## src/rtl/full_adder_df.sv

```systemverilog
// -----------------------------------------------------------------------------
// full_adder_df
//   1-bit dataflow full adder with a clocked wrapper.
//   Combinational S/C are the primary outputs and react to x/y/z (or to the
//   internal carry flop in serial mode) without any clock involvement.
//   The wrapper keeps registered copies of S/C and an internal carry flop
//   that lets the cell add LSB-first serial operands one bit per clock.
//
// Parameters:
//   SERIAL_EN  1 = serial mode logic present; 0 = serial_mode treated as 0
//   CARRY_RST  reset / clear value of the internal carry flop (1 allows
//              serial subtraction with an inverted subtrahend)
//
// Ports:
//   clk          system clock, rising edge
//   rst_n        asynchronous active-low reset
//   x, y         operand bits
//   z            carry-in bit used in parallel mode
//   serial_mode  1 = carry-in comes from carry_q instead of z
//   serial_clr   synchronous clear of carry_q to CARRY_RST (wins over mode)
//   S, C         combinational sum / carry-out
//   s_q, c_q     registered sum / carry-out (1 cycle latency)
//   carry_q      current internal carry flop value
// -----------------------------------------------------------------------------
module full_adder_df #(
  parameter bit SERIAL_EN = 1'b1,
  parameter bit CARRY_RST = 1'b0
) (
  input  logic clk,
  input  logic rst_n,
  input  logic x,
  input  logic y,
  input  logic z,
  input  logic serial_mode,
  input  logic serial_clr,
  output logic S,
  output logic C,
  output logic s_q,
  output logic c_q,
  output logic carry_q
);

  // Sum bit of a full adder: odd parity of the three inputs.
  function automatic logic fa_sum(input logic a, input logic b, input logic ci);
    return a ^ b ^ ci;
  endfunction

  // Carry bit of a full adder: majority of the three inputs.
  function automatic logic fa_carry(input logic a, input logic b, input logic ci);
    return (a & b) | (a & ci) | (b & ci);
  endfunction

  logic serial_act_s;
  logic cin_s;
  logic s_d;
  logic c_d;
  logic carry_d;

  // Carry-in selection, adder equations and next-state for the flops.
  always_comb begin
    serial_act_s = 1'b0;
    cin_s        = z;
    s_d          = 1'b0;
    c_d          = 1'b0;
    carry_d      = carry_q;

    serial_act_s = SERIAL_EN && serial_mode;

    if (serial_act_s) begin
      cin_s = carry_q;
    end else begin
      cin_s = z;
    end

    s_d = fa_sum(x, y, cin_s);
    c_d = fa_carry(x, y, cin_s);

    // Clear has priority; S/C this cycle still see the old carry_q.
    if (serial_clr) begin
      carry_d = CARRY_RST;
    end else if (serial_act_s) begin
      carry_d = c_d;
    end else begin
      carry_d = carry_q;
    end
  end

  assign S = s_d;
  assign C = c_d;

  // Registered sum/carry and the serial carry flop; reset aborts any serial add.
  always_ff @(posedge clk or negedge rst_n) begin
    if (!rst_n) begin
      s_q     <= 1'b0;
      c_q     <= 1'b0;
      carry_q <= CARRY_RST;
    end else begin
      s_q     <= s_d;
      c_q     <= c_d;
      carry_q <= carry_d;
    end
  end

endmodule

```

## config.mk

```make
export PLATFORM = sky130hd
export DESIGN_NAME = full_adder_df
export DESIGN_NICKNAME = d
export VERILOG_FILES = /design/src/rtl/full_adder_df.sv
export SDC_FILE = /design/constraint.sdc
export NUM_CORES = 1
export LEC_CHECK = 0
export CAP_MARGIN = 20
export CORE_AREA = 5 5 42 44
export CTS_BUF_LIST = sky130_fd_sc_hd__clkbuf_2 sky130_fd_sc_hd__clkbuf_4 sky130_fd_sc_hd__clkbuf_8
export CTS_CLUSTER_DIAMETER = 120
export CTS_CLUSTER_SIZE = 30
export DETAILED_ROUTE_END_ITERATION = 8
export DIE_AREA = 0 0 47 49
export PLACE_DENSITY = 0.36
export SLEW_MARGIN = 20
export SYNTH_ARGS = -nofsm -noshare
export SYNTH_HDL_FRONTEND = slang
export SYNTH_SLANG_ARGS = --single-unit
```

## constraint.sdc

```tcl
create_clock -name clk -period 1.4 [get_ports clk]
set_input_delay 0.28 -clock clk [delete_from_list [all_inputs] [get_ports clk]]
set_output_delay 0.28 -clock clk [all_outputs]
set_load 0.005 [all_outputs]
```

==> metrics, run 1 <==
failing checks negative setup slack; Fin. Hold Viols 0; critical path fanouts, max 2; Worst Path Arrival 1.51 ns; DRC violations left 0; cts-stage hold buffer count 0; GRT overflow 0; Non-Filler Cell Area, Final 305.3 um2; core region area 0.001401 mm2; Buffers on Ports 11; GRT Util Overall 4.523%; f_max 558.9 MHz; required time worst endpoint 1.12 ns; Yosys cell types 5; startpoint types flip-flop; Synth Instances 7; initial antenna violation count 0; Worst Max-Slew Pin Slew 0.1401 ns; Die Ht 49 um; Detailed Route Iter0 Violations 2; worst setup path startpoint carry_q; Syn Std Cell Area 123.9 um2; Static Leak 0.1425 nW; GP Congestion 0.6672; Via Count 119; pwr/cell area 1184 mW/mm2; pre-CTS WS -1.018 ns; Worst path slowest cell fa_2; Reg2Reg Depth 5; post-synthesis sequential area ratio 60.61%; Critical Path Max Stage Delay 0.55 ns; Final ANT Viol Nets 0; FF/Latch Area 75.07 um2; VDD IR max 322.0 uV; clock buffer count from CTS 3; Syn Nets 15; clock latency on the worst-skew pair 0.24 ns; run status finished, violations left; Synth Register Bits 3; Vias/cell 2.975; share of the synthesized area in the top cell type 60.61%; first-pass GRT wire length 683 um; Avg Cell Area, Syn 17.70 um2; CTS tree done; ratio of final minimum period to clock period 127.8%; # rows 14; CTS Root Cell clkbuf_4; area occupied by multi-input gates 51.30 um2; Final Non-Filler Cells 40; clk_skew 0.007965 ns; Avg WL per Cell 9.750 um; Ports 12; layout cell share with drive strength beyond 1 41.67%; critical path endpoint category primary output; fin crit period 1.789 ns; CTS Buffer Depth 2; Reg-to-Reg Start carry_q; final setup fails 3; Final WS setup -0.3891 ns; max-cap violations 0; Die W 47 um; # clock sinks 3; Worst-path clk slew 0.04 ns; initial core utilization 8.839%; H-Tree Depth 1; Final #Nets 33; RSZ-0062 raised after global routing yes; largest net degree at the start of global routing 4; path type of the worst min-delay path in -> async; Initial DRT Pass Iterations 2; Synth warnings 0; placed cell count 36; synth top area cells dfrtp_1 (61%), fa_1 (16%), mux2_4 (12%); Area growth syn-to-layout 146.5%; final-layout fill cell count 158; Antenna Cells 0; vias in the first global route 144; crit-path cells mux2_4 > fa_2 > buf_6; biggest area consumer among synthesized cells dfrtp_1; Placed Instance Area 269.0 um2; die area 0.002303 mm2; fin. max-slew vios 0; Design Power 0.3616 mW; Slew headroom 90.39%; critical path class reg -> out; Final Util 21.79%; Total Wirelength 390 um
==> logic make-up (layout without fill, tap and decap cells) <==
kind of cell	count (synthesis)	count (layout)	share of synthesized area (%)
and+or+nand+nor	1	1	3.027
buffers and inverters	0	17	0
DFF	3	3	60.60
muxes	2	2	20.20
adders and majority gates	1	1	16.16
==> path summary, 6_finish.rpt <==
path / endpoint / slack [ns]
min: c_q / 0.23
min reg2reg: carry_q / 0.63
min in group clk: carry_q / 0.49
max in group asynchronous: s_q / 1.02
max reg2reg: carry_q / -0.02
max: S / -0.39
==> routing by layer <==
| layer | up-vias | global-route usage, % | part of all wire, % |
|---|---|---|---|
| met4 | 0 | 4.147 | 0 |
| li1 | 57 | - | - |
| met1 | 50 | 5.333 | 43 |
| met5 | - | 0 | 0 |
| met2 | 12 | 4.072 | 29 |
| met3 | 0 | 4.797 | 28 |
==> synth_stat cells <==
cell type and instances:
fa_1 1, dfrtp_1 3, mux2i_1 1, nor2_1 1
mux2_4 1
==> registers in the layout, summed over array words and instances (netlist names) <==
| signal | count |
|---|---|
| carry_q | 1 |
| s_q | 1 |
| c_q | 1 |
==> repair_timing <==
| item | CTS | global route |
|---|---|---|
| gates cloned | 0 | 0 |
| buffers inserted | 1 | 1 |
| endpoints found under the hold margin | 0 | 0 |
| pin swaps | 2 | 2 |
| resized for setup | 13 | 4 |
| setup endpoints to repair | 6 | 3 |
==> power breakdown <==
group          internal, mW  leakage [nW]  total [mW]  switching, mW
sequential           0.0968        0.0372      0.0998        0.00297
combinational        0.0601        0.0869      0.0857         0.0256
clock                 0.126        0.0184       0.176         0.0497
==> cells in the final DEF (no fill, tap or decap), drive strengths merged <==
cell type	n
clkbuf	4
clkdlybuf4s50	6
clkdlybuf4s15	1
dlygate4sd2	2
mux2	1
nor2	1
buf	4
mux2i	1
dfrtp	3
fa	1
==> cell type report <==
cell class                 count  area share, %
tap                           16          6.557
sequential                     3          24.59
multi-input combinational      4          16.80
timing repair buffer          13          42.21
clock buffer                   4          9.836
==> through the flow <==
stage	hold WS (ns)	setup TNS (ns)
floorplan	-0.01559	-0.02432
global placement	0.4795	-3.130
detailed placement	0.4797	-3.116
CTS	0.2206	-0.7407
global route	0.2451	-0.7876
finish	0.2267	-0.6433
==> critical path, delay by kind of cell, from the launching register on <==
| family | cells | cell delay (ns) |
|---|---|---|
| flops | 1 | 0.37 |
| mux | 1 | 0.26 |
| fa+ha+maj | 1 | 0.55 |
| buf+inv | 1 | 0.10 |
No activity file was read; power rests on OpenSTA's default activity.
==> inputs of run 2 (changes only) <==
- DONT_BUFFER_PORTS: default -> 1
- PLACE_DENSITY: 0.36 -> 0.3
==> metrics, run 2 (synthesized netlist as in run 1, its figures left out) <==
clock buffer count from CTS 3; Buffers on Ports 0; die area 0.002303 mm2; Non-Filler Cell Area, Final 198.9 um2; Levels on crit path 2; CTS Root Cell clkbuf_4; Detailed Route Iter0 Violations 0; largest net degree at the start of global routing 4; crit-path cells mux2_4 > fa_1; initial antenna violation count 0; layout cell share with drive strength beyond 1 50.00%; Final #Nets 23; VDD IR max 388.3 uV; Top Family by Delay on Critical Path adder cells; Initial DRT Pass Iterations 1; Hold Path End carry_q; Die Ht 49 um; critical path class reg -> out; run status finished, violations left; Design Power 0.3099 mW; CTS tree done; initial core utilization 8.839%; Placed Instance Area 158.9 um2; fin. max-slew vios 0; GP Congestion 0.5874; vias in the first global route 144; Avg WL per Cell 10.67 um; required time worst endpoint 1.12 ns; Static Leak 0.09378 nW; pwr/cell area 1558 mW/mm2; GRT overflow 0; core region area 0.001401 mm2; clock latency on the worst-skew pair 0.24 ns; path type of the worst min-delay path in -> reg; f_max 593.9 MHz; first-pass GRT wire length 538 um; Worst Max-Slew Pin Slew 0.1139 ns; clk_skew 0.004552 ns; ratio of final minimum period to clock period 120.3%; Critical Path Max Stage Delay 0.53 ns; placed cell count 25; Area growth syn-to-layout 60.61%; failing checks negative setup slack; RSZ-0062 raised after global routing yes; Reg-to-Reg Start carry_q; fin crit period 1.684 ns; Worst path slowest cell fa_1; Die W 47 um; CTS Buffer Depth 2; GRT Util Overall 3.531%; Vias/cell 2.867; DRC violations left 0; # clock sinks 3; Final WS setup -0.2839 ns; Reg2Reg Depth 4; critical path fanouts, max 2; Total Wirelength 320 um; Worst Path Arrival 1.40 ns; most frequent cells in the layout clkbuf_4 (4), dfrtp_1 (3), buf_4 (2); Slew headroom 92.19%; critical path endpoint category primary output; hold path cells 1; Final Non-Filler Cells 30; Via Count 86; setup TNS -0.4558 ns; r2r endpoint carry_q; commonest non-fill, non-tap cell in the layout clkbuf_4; H-Tree Depth 1; final setup fails 2; worst reg-to-reg setup slack 0.03 ns; final-layout fill cell count 163; startpoint types flip-flop; number of post-CTS setup repair buffers 0; Hold Crit Start serial_clr; Buf/Inv on CP 0; max-cap violations 0; # rows 14; biggest regs c_q: 1 flops, carry_q: 1 flops, s_q: 1 flops; Worst-path clk slew 0.04 ns; Antenna Cells 0; Ports 12; Fin. Hold Viols 0; Final ANT Viol Nets 0
## run 2: cell type report
type,instances,area [um2],area share (%)
clock buffer,4,30.03,15.09
multi-input combinational,4,48.80,24.53
sequential,3,75.07,37.74
tap,16,20.02,10.06
timing repair buffer,3,25.02,12.58
## run 2: worst max path at each step
stage,from,endpoint,slack [ns]
5_1_grt,carry_q,S,-0.33
4_1_cts,carry_q,S,-0.30
2_1_floorplan,carry_q,S,-0.02
3_3_place_gp,carry_q,S,-0.04
3_5_place_dp,carry_q,S,-0.04
6_report,carry_q,S,-0.28
## run 2: repair_timing
item | 4_1_cts | 5_1_grt
gates resized for setup | 0 | 0
setup endpoints to repair | 2 | 3
pin swaps | 0 | 0
endpoints found under the hold margin | 3 | 0
hold buffers | 1 | 0
## run 2: metal layers
| layer | vias up | GRT usage [%] | wire length, um |
|---|---|---|---|
| li1 | 36 | - | - |
| met1 | 40 | 3.769 | 119 |
| met2 | 10 | 4.299 | 150 |
| met3 | 0 | 2.952 | 50 |
| met4 | 0 | 2.765 | 0 |
| met5 | - | 0 | 0 |
## run 2: report_power, final
part	total [mW]	internal (mW)	switching (mW)
registers	0.102	0.0970	0.00546
logic	0.0312	0.0182	0.0131
clock network	0.176	0.126	0.0497
total	0.310	0.242	0.0683
## run 2: through the flow
step	setup WS (ns)	hold slack, ns	util, %
finish	-0.2839	0.1086	14.20
global route	-0.3304	0.1083	14.20
CTS	-0.3015	0.1004	14.20
detailed placement	-0.04240	-0.01552	11.34
global placement	-0.03730	-0.01551	11.34
floorplan	-0.02432	-0.01559	-
==> inputs of run 3 (changes only) <==
- GPL_ROUTABILITY_DRIVEN: default -> 0
==> results of run 3 <==
Same layout as run 2: the final DEF is identical, and so are final timing and power.
